**config.mk**
```make
export PLATFORM = sky130hd
export DESIGN_NAME = i2c_init_seq
export DESIGN_NICKNAME = d
export VERILOG_FILES = /design/src/rtl/i2c_init_seq.sv
export SDC_FILE = /design/constraint.sdc
export NUM_CORES = 1
export LEC_CHECK = 0
export CAP_MARGIN = 20
export CORE_MARGIN = 4
export CORE_UTILIZATION = 45
export CTS_CLUSTER_DIAMETER = 40
export DETAILED_ROUTE_END_ITERATION = 8
export GPL_TIMING_DRIVEN = 0
export PLACE_DENSITY = 0.69
export SETUP_SLACK_MARGIN = 0.15
export SLEW_MARGIN = 20
export SYNTH_ARGS = -nofsm -noshare
export SYNTH_HDL_FRONTEND = slang
export SYNTH_SLANG_ARGS = --single-unit
```
**constraint.sdc**
```tcl
create_clock -name clk -period 3.18 [get_ports clk]
set_clock_uncertainty 0.1 [all_clocks]
set_input_delay 0.477 -clock clk [delete_from_list [all_inputs] [get_ports clk]]
set_output_delay 0.477 -clock clk [all_outputs]
set_load 0.01 [all_outputs]
```
**src/rtl/i2c_init_seq.sv**
```systemverilog
// i2c_init_seq
// Reads 24-bit init words from a 64 x 24 RAM (registered read) and plays
// each one onto the I2C bus as a 3-byte write: device, register, data.
// A word equal to TERM_WORD ends the sequence. Entry 63 is the last entry.
//
// Optional feature, macro I2C_INIT_NACK_RETRY_EN: a NACKed entry is retried
// after its STOP, up to MAX_RETRY times, before the block reports error.
// Without the macro the first NACK ends the sequence with error.
//
// Timing contract with the neighbours: start is a one-cycle pulse that is
// acted on only while busy=0; ram_data must reflect ram_addr one clk after
// ram_addr changes, and ram_addr is held for the whole FETCH/WAIT/CHECK run.
//
// Bus timing: one I2C bit is four quarters of CLK_DIV clk each. The pads
// are open-drain enables (1 = pull low) and only change at quarter starts.
module i2c_init_seq #(
  parameter int unsigned CLK_DIV   = 125,
  parameter logic [23:0] TERM_WORD = 24'hFFFFFF,
  parameter int unsigned MAX_RETRY = 3
) (
  input  logic        clk,
  input  logic        rst,
  input  logic        start,
  output logic [5:0]  ram_addr,
  input  logic [23:0] ram_data,
  output logic        busy,
  output logic        done,
  output logic        error,
  output logic [5:0]  err_index,
  output logic        scl_oe,
  output logic        sda_oe,
  input  logic        sda_in,
  output logic [3:0]  state_dbg
);

  typedef enum logic [3:0] {
    S_IDLE  = 4'd0,
    S_FETCH = 4'd1,
    S_WAIT  = 4'd2,
    S_CHECK = 4'd3,
    S_START = 4'd4,
    S_BYTE  = 4'd5,
    S_STOP  = 4'd6,
    S_NEXT  = 4'd7,
    S_DONE  = 4'd8,
    S_ERROR = 4'd9
  } state_t;

  // Last and second-to-last count of a quarter. NEXT borrows the final clk
  // of the bus-free STOP quarter so the gap between transactions is only
  // the three fetch cycles.
  localparam logic [9:0] DIV_LAST = 10'(CLK_DIV - 1);
  localparam logic [9:0] DIV_PRE  = 10'(CLK_DIV - 2);

  // Registered state
  state_t      state;
  logic [9:0]  cnt;        // clk count inside the current quarter
  logic [1:0]  qtr;        // quarter index inside the current bit
  logic [3:0]  bit_cnt;    // 0..7 data bits, 8 = ACK slot
  logic [1:0]  byte_cnt;   // 0 device, 1 register, 2 data
  logic [23:0] shift;      // transmit word, MSB is the bit on the wire
  logic        nack;       // ACK slot of the current byte read back high
  logic [5:0]  idx;        // RAM entry being played

  // Next-state values
  state_t      state_nxt;
  logic [9:0]  cnt_nxt;
  logic [1:0]  qtr_nxt;
  logic [3:0]  bit_nxt;
  logic [1:0]  byte_nxt;
  logic [23:0] shift_nxt;
  logic        nack_nxt;
  logic [5:0]  idx_nxt;
  logic        busy_nxt;
  logic        done_nxt;
  logic        error_nxt;
  logic [5:0]  err_index_nxt;
  logic        scl_nxt;
  logic        sda_nxt;

  // Quarter timing helpers
  logic        q_end;
  logic        q_pre;
  logic [9:0]  cnt_step;
  logic [1:0]  qtr_step;

`ifdef I2C_INIT_NACK_RETRY_EN
  localparam logic [7:0] RETRY_LIMIT = 8'(MAX_RETRY);
  logic [7:0] retry_cnt;
  logic [7:0] retry_nxt;
`else
  logic [31:0] unused_max_retry;
  assign unused_max_retry = MAX_RETRY;
`endif

  assign ram_addr  = idx;
  assign state_dbg = state;

  assign q_end    = (cnt == DIV_LAST);
  assign q_pre    = (cnt == DIV_PRE);
  assign cnt_step = q_end ? 10'd0 : cnt + 10'd1;
  assign qtr_step = q_end ? qtr + 2'd1 : qtr;

  // Sequencer and datapath registers; every output port is a flop
  always_ff @(posedge clk) begin
    if (rst) begin
      state     <= S_IDLE;
      cnt       <= '0;
      qtr       <= '0;
      bit_cnt   <= '0;
      byte_cnt  <= '0;
      shift     <= '0;
      nack      <= 1'b0;
      idx       <= '0;
      busy      <= 1'b0;
      done      <= 1'b0;
      error     <= 1'b0;
      err_index <= '0;
      scl_oe    <= 1'b0;
      sda_oe    <= 1'b0;
    end else begin
      state     <= state_nxt;
      cnt       <= cnt_nxt;
      qtr       <= qtr_nxt;
      bit_cnt   <= bit_nxt;
      byte_cnt  <= byte_nxt;
      shift     <= shift_nxt;
      nack      <= nack_nxt;
      idx       <= idx_nxt;
      busy      <= busy_nxt;
      done      <= done_nxt;
      error     <= error_nxt;
      err_index <= err_index_nxt;
      scl_oe    <= scl_nxt;
      sda_oe    <= sda_nxt;
    end
  end

`ifdef I2C_INIT_NACK_RETRY_EN
  // Retry counter for the entry currently being played
  always_ff @(posedge clk) begin
    if (rst) begin
      retry_cnt <= '0;
    end else begin
      retry_cnt <= retry_nxt;
    end
  end
`endif

  // Next-state logic: entry fetch, bit/quarter sequencing, ACK handling
  always_comb begin
    state_nxt     = state;
    cnt_nxt       = '0;
    qtr_nxt       = '0;
    bit_nxt       = bit_cnt;
    byte_nxt      = byte_cnt;
    shift_nxt     = shift;
    nack_nxt      = nack;
    idx_nxt       = idx;
    busy_nxt      = busy;
    done_nxt      = done;
    error_nxt     = error;
    err_index_nxt = err_index;
`ifdef I2C_INIT_NACK_RETRY_EN
    retry_nxt     = retry_cnt;
`endif

    case (state)
      // DONE and ERROR last one clk with busy low, then fall back to IDLE;
      // a start seen in any of the three begins a fresh sequence.
      S_IDLE, S_DONE, S_ERROR: begin
        state_nxt = S_IDLE;
        if (start) begin
          state_nxt = S_FETCH;
          idx_nxt   = '0;
          busy_nxt  = 1'b1;
          done_nxt  = 1'b0;
          error_nxt = 1'b0;
`ifdef I2C_INIT_NACK_RETRY_EN
          retry_nxt = '0;
`endif
        end
      end

      S_FETCH: state_nxt = S_WAIT;

      S_WAIT: state_nxt = S_CHECK;

      S_CHECK: begin
        shift_nxt = ram_data;
        if (ram_data == TERM_WORD) begin
          state_nxt = S_DONE;
          done_nxt  = 1'b1;
          busy_nxt  = 1'b0;
        end else begin
          state_nxt = S_START;
          nack_nxt  = 1'b0;
          bit_nxt   = '0;
          byte_nxt  = '0;
        end
      end

      S_START: begin
        cnt_nxt = cnt_step;
        qtr_nxt = qtr_step;
        if (q_end && (qtr == 2'd3)) begin
          state_nxt = S_BYTE;
        end
      end

      S_BYTE: begin
        cnt_nxt = cnt_step;
        qtr_nxt = qtr_step;
        // ACK is read on the last clk of the first SCL-high quarter
        if (q_end && (qtr == 2'd2) && (bit_cnt == 4'd8)) begin
          nack_nxt = sda_in;
        end
        if (q_end && (qtr == 2'd3)) begin
          if (bit_cnt == 4'd8) begin
            bit_nxt  = '0;
            byte_nxt = byte_cnt + 2'd1;
            if (nack || (byte_cnt == 2'd2)) begin
              state_nxt = S_STOP;
            end
          end else begin
            bit_nxt   = bit_cnt + 4'd1;
            shift_nxt = {shift[22:0], 1'b0};
          end
        end
      end

      S_STOP: begin
        cnt_nxt = cnt_step;
        qtr_nxt = qtr_step;
        if ((qtr == 2'd3) && q_pre) begin
          state_nxt = S_NEXT;
          cnt_nxt   = '0;
          qtr_nxt   = '0;
        end
      end

      // Decide what follows a finished transaction
      S_NEXT: begin
        if (nack) begin
`ifdef I2C_INIT_NACK_RETRY_EN
          if (retry_cnt < RETRY_LIMIT) begin
            retry_nxt = retry_cnt + 8'd1;
            state_nxt = S_FETCH;
          end else begin
            state_nxt     = S_ERROR;
            error_nxt     = 1'b1;
            err_index_nxt = idx;
            busy_nxt      = 1'b0;
          end
`else
          state_nxt     = S_ERROR;
          error_nxt     = 1'b1;
          err_index_nxt = idx;
          busy_nxt      = 1'b0;
`endif
        end else if (idx == 6'd63) begin
          state_nxt = S_DONE;
          done_nxt  = 1'b1;
          busy_nxt  = 1'b0;
        end else begin
          state_nxt = S_FETCH;
          idx_nxt   = idx + 6'd1;
`ifdef I2C_INIT_NACK_RETRY_EN
          retry_nxt = '0;
`endif
        end
      end

      default: state_nxt = S_IDLE;
    endcase
  end

  // Pad levels for the quarter being entered; released outside a frame
  always_comb begin
    scl_nxt = 1'b0;
    sda_nxt = 1'b0;
    case (state_nxt)
      S_START: begin
        sda_nxt = (qtr_nxt != 2'd0);
        scl_nxt = qtr_nxt[1];
      end
      S_BYTE: begin
        scl_nxt = ~qtr_nxt[1];
        sda_nxt = (bit_nxt != 4'd8) && !shift_nxt[23];
      end
      S_STOP: begin
        scl_nxt = (qtr_nxt == 2'd0);
        sda_nxt = (qtr_nxt <= 2'd1);
      end
      default: begin
        scl_nxt = 1'b0;
        sda_nxt = 1'b0;
      end
    endcase
  end

endmodule

```
==> flow_metrics.py <==
metrics = {
    "sta": {
        "grt_setup_unrepaired": "no",
        "period_minus_slack_ps": 2534,
        "finalCritPeriodShare": 0.7970,
        "tightestPinTransition_ps": 540.9,
        "hold_viol_final": 0,
        "drv_slew": 0,
        "tns_ps": 0,
        "max_freq_mhz": 394.6,
        "setup_slack_ps": 645.5,
        "slew_headroom": 0.6383,
        "setup_viol_count_final": 0,
    },
    "grt": {
        "grt_pass1_vias": 2650,
        "grt_util_all_layers": 0.1848,
        "antenna_found_initial": 0,
        "grt-ovfl-total": 0,
        "grt_max_degree": 11,
        "grt_first_pass_wirelength_um": 12590,
    },
    "floorplan": {
        "io_pins": 49,
        "core_um2": 6794,
        "dieArea_um2": 8373,
        "fp-row-count": 30,
        "start_util": 0.4619,
        "die_h_um": 91.51,
        "die_x_um": 91.51,
    },
    "worst_hold_path": {
        "hp-class": "flop to flop",
    },
    "finish": {
        "multiInputGateArea_um2": 1723,
        "area_growth_pct": 26.16,
        "drive_above_1_share": 0.09931,
        "fillCellCount": 631,
        "n_antenna_cell": 0,
        "seq_area_um2": 1281,
        "fin_nets": 465,
    },
    "synthesis": {
        "yosys-top-cells-area": "dfxtp_1, a21oi_1, nor2_1, nand2_1, a22oi_1",
        "ys_seq_elements": 64,
        "synth_top_area_cell": "dfxtp_1",
        "synth_area_um2": 3138,
        "yosysWarnings": 0,
        "synth_top_cell_area_share": 0.4083,
        "synth_nets": 406,
        "synth_enable_flop_cells": 0,
        "synthCells": 370,
        "avgSynthCellArea_um2": 8.481,
        "ys.flop_type": "dfxtp_1",
        "async_reset_ff_frac": 0,
        "synth_seq_area_share": 0.4083,
        "ys_types": 60,
    },
    "placed_design": {
        "dp_hpwl_um": 5481,
        "port_buffers": 48,
        "gp_congestion": 0.8169,
        "pre_cts_slack_ps": 321.3,
    },
    "setup_path": {
        "crit_buf_inv": 1,
        "slowest_delay_ps": 530,
        "cp.arrival_ps": 2650,
        "cp-end-kind": "flop",
        "worstPathMaxFanout": 5,
        "crit_chain": "clkdlybuf4s50_1, nand4_1, nor4_2, a31o_4, a221oi_2, a2111o_1, o211ai_1, a21oi_1",
        "critPathKind": "primary input to flop",
        "slowest_stage": "nor4_2",
        "required_ps": 3300,
        "critPathLaunchType": "primary input",
        "critPathTopFamily": "compound AO/OA/AOI/OAI gates",
    },
    "cts": {
        "cts_root_buffer": "clkbuf_8",
        "htreeDepth": 3,
        "cts.sinks": 64,
        "clkTransAtPathRegs_ps": 60,
        "cts_setup_buffers": 0,
        "clock_latency_ps": 340,
        "cts_resized": 0,
        "clock_path_buffers": 2,
        "cts-buffers-inserted": 9,
        "tritoncts": "yes",
        "holdBufCountCts": 0,
    },
    "detailed_routing": {
        "vias_per_cell": 5.302,
        "wl_per_cell_um": 13.87,
        "drtIter0Drc": 132,
        "num_vias": 2805,
        "firstDrtPassIters": 6,
        "drc": 0,
        "ant_nets": 0,
        "drt_wl_total_um": 7336,
    },
    "run": {
        "cap_violations": 0,
    },
    "power_and_ir_drop": {
        "power.leakage_nw": 1.367,
        "vdd.ir_drop.worst_mv": 0.2368,
        "power_density_nw_per_um2": 454.0,
    },
    "status": {
        "status": "finished clean",
    },
}
placed cells by master, fill, tap and decap left out, types with 10 or more instances in the layout:
cell type / count
nand2_1: 45
nor2_1: 52
a21oi_1: 39
a22oi_1: 22
inv_1: 11
xor2_1: 10
dfxtp_1: 64
clkbuf_1: 14
clkbuf_8: 11
clkdlybuf4s50_1: 48
nand4_1: 11
per-stage QoR:
| stage | instances | util | hold slack [ps] | total power (W) | area [µm²] |
|---|---|---|---|---|---|
| final | 529 | 0.5827 | 356.5 | 0.001797 | 3959 |
| after floorplan | 370 | - | 329.7 | 0.0009483 | 3138 |
| after detailed placement | 514 | 0.5503 | 349.5 | 0.001030 | 3739 |
| after global routing | 529 | 0.5827 | 374.8 | 0.001866 | 3959 |
| after global placement | 514 | 0.5503 | 342.8 | 0.001028 | 3739 |
| after CTS | 529 | 0.5827 | 359.6 | 0.001814 | 3959 |
flip-flops by register name, indices dropped and copies added (netlist names), 2 cells and up:
register and flops:
bit_cnt 4, byte_cnt 2, cnt 10, err_index 6, qtr 2, ram_addr 6, shift 24, state_dbg 4
logic make-up after synthesis:
kind of cell,Yosys count,share of synthesized area
and+or+nand+nor,160,0.2679
AOI/OAI and AO/OA,87,0.1878
DFF,64,0.4083
buffers and inverters,30,0.04266
xor gates and xnor gates,14,0.03907
adders and majority gates,8,0.03190
muxes,7,0.02233
cells in the mapped netlist (2+ instances only):
library cell / instances
a211oi_1: 3
a21oi_1: 39
a22oi_1: 22
a31oi_1: 2
and3_1: 5
buf_2: 2
buf_4: 3
clkbuf_1: 13
dfxtp_1: 64
ha_1: 8
inv_1: 11
mux2i_1: 7
nand2_1: 45
nand2b_1: 5
nand3_1: 9
nand3b_1: 2
nand4_1: 11
nor2_1: 52
nor2_2: 2
nor2b_1: 3
nor3_1: 3
nor3_4: 2
o21a_1: 2
o21ai_0: 4
or2_2: 2
or3_1: 3
xnor2_1: 4
xor2_1: 10
path summary, 6_finish.rpt:
check	startpoint	end	slack [ps]	depth (start not counted)
max	ram_data[19]	sda_oe	650	8
min	byte_cnt[1]	byte_cnt[1]	360	2
max reg2reg	qtr[0]	sda_oe	880	8
min reg2reg	byte_cnt[1]	byte_cnt[1]	360	2
tightest hold or removal path, stage by stage (launching register included):
cell	delay (ps)
dfxtp_1	310
nand2_1	50
a21oi_1	50
report_power, final:
part	internal, W	total (W)	switching (W)
clock network	0.000479	0.000785	0.000306
logic	0.0000875	0.000186	0.0000982
registers	0.000816	0.000826	0.0000100
total	0.00138	0.00180	0.000414
layout make-up:
cell class	count	share of cell area
multi-input cells	276	0.4352
flip-flops and latches	64	0.3236
repair buffers	48	0.1214
clock buffers	12	0.03919
well taps	96	0.03034
plain buffers	19	0.02339
clock inverters	3	0.01643
inverters	11	0.01043
layer usage:
layer	routed length [µm]	track usage	vias to the layer above
li1	-	-	1427
met1	3596	0.2536	1301
met2	3253	0.2824	68
met3	364	0.03480	9
met4	122	0.07789	0
met5	0	0	-
(Power assumes the default switching activity.)
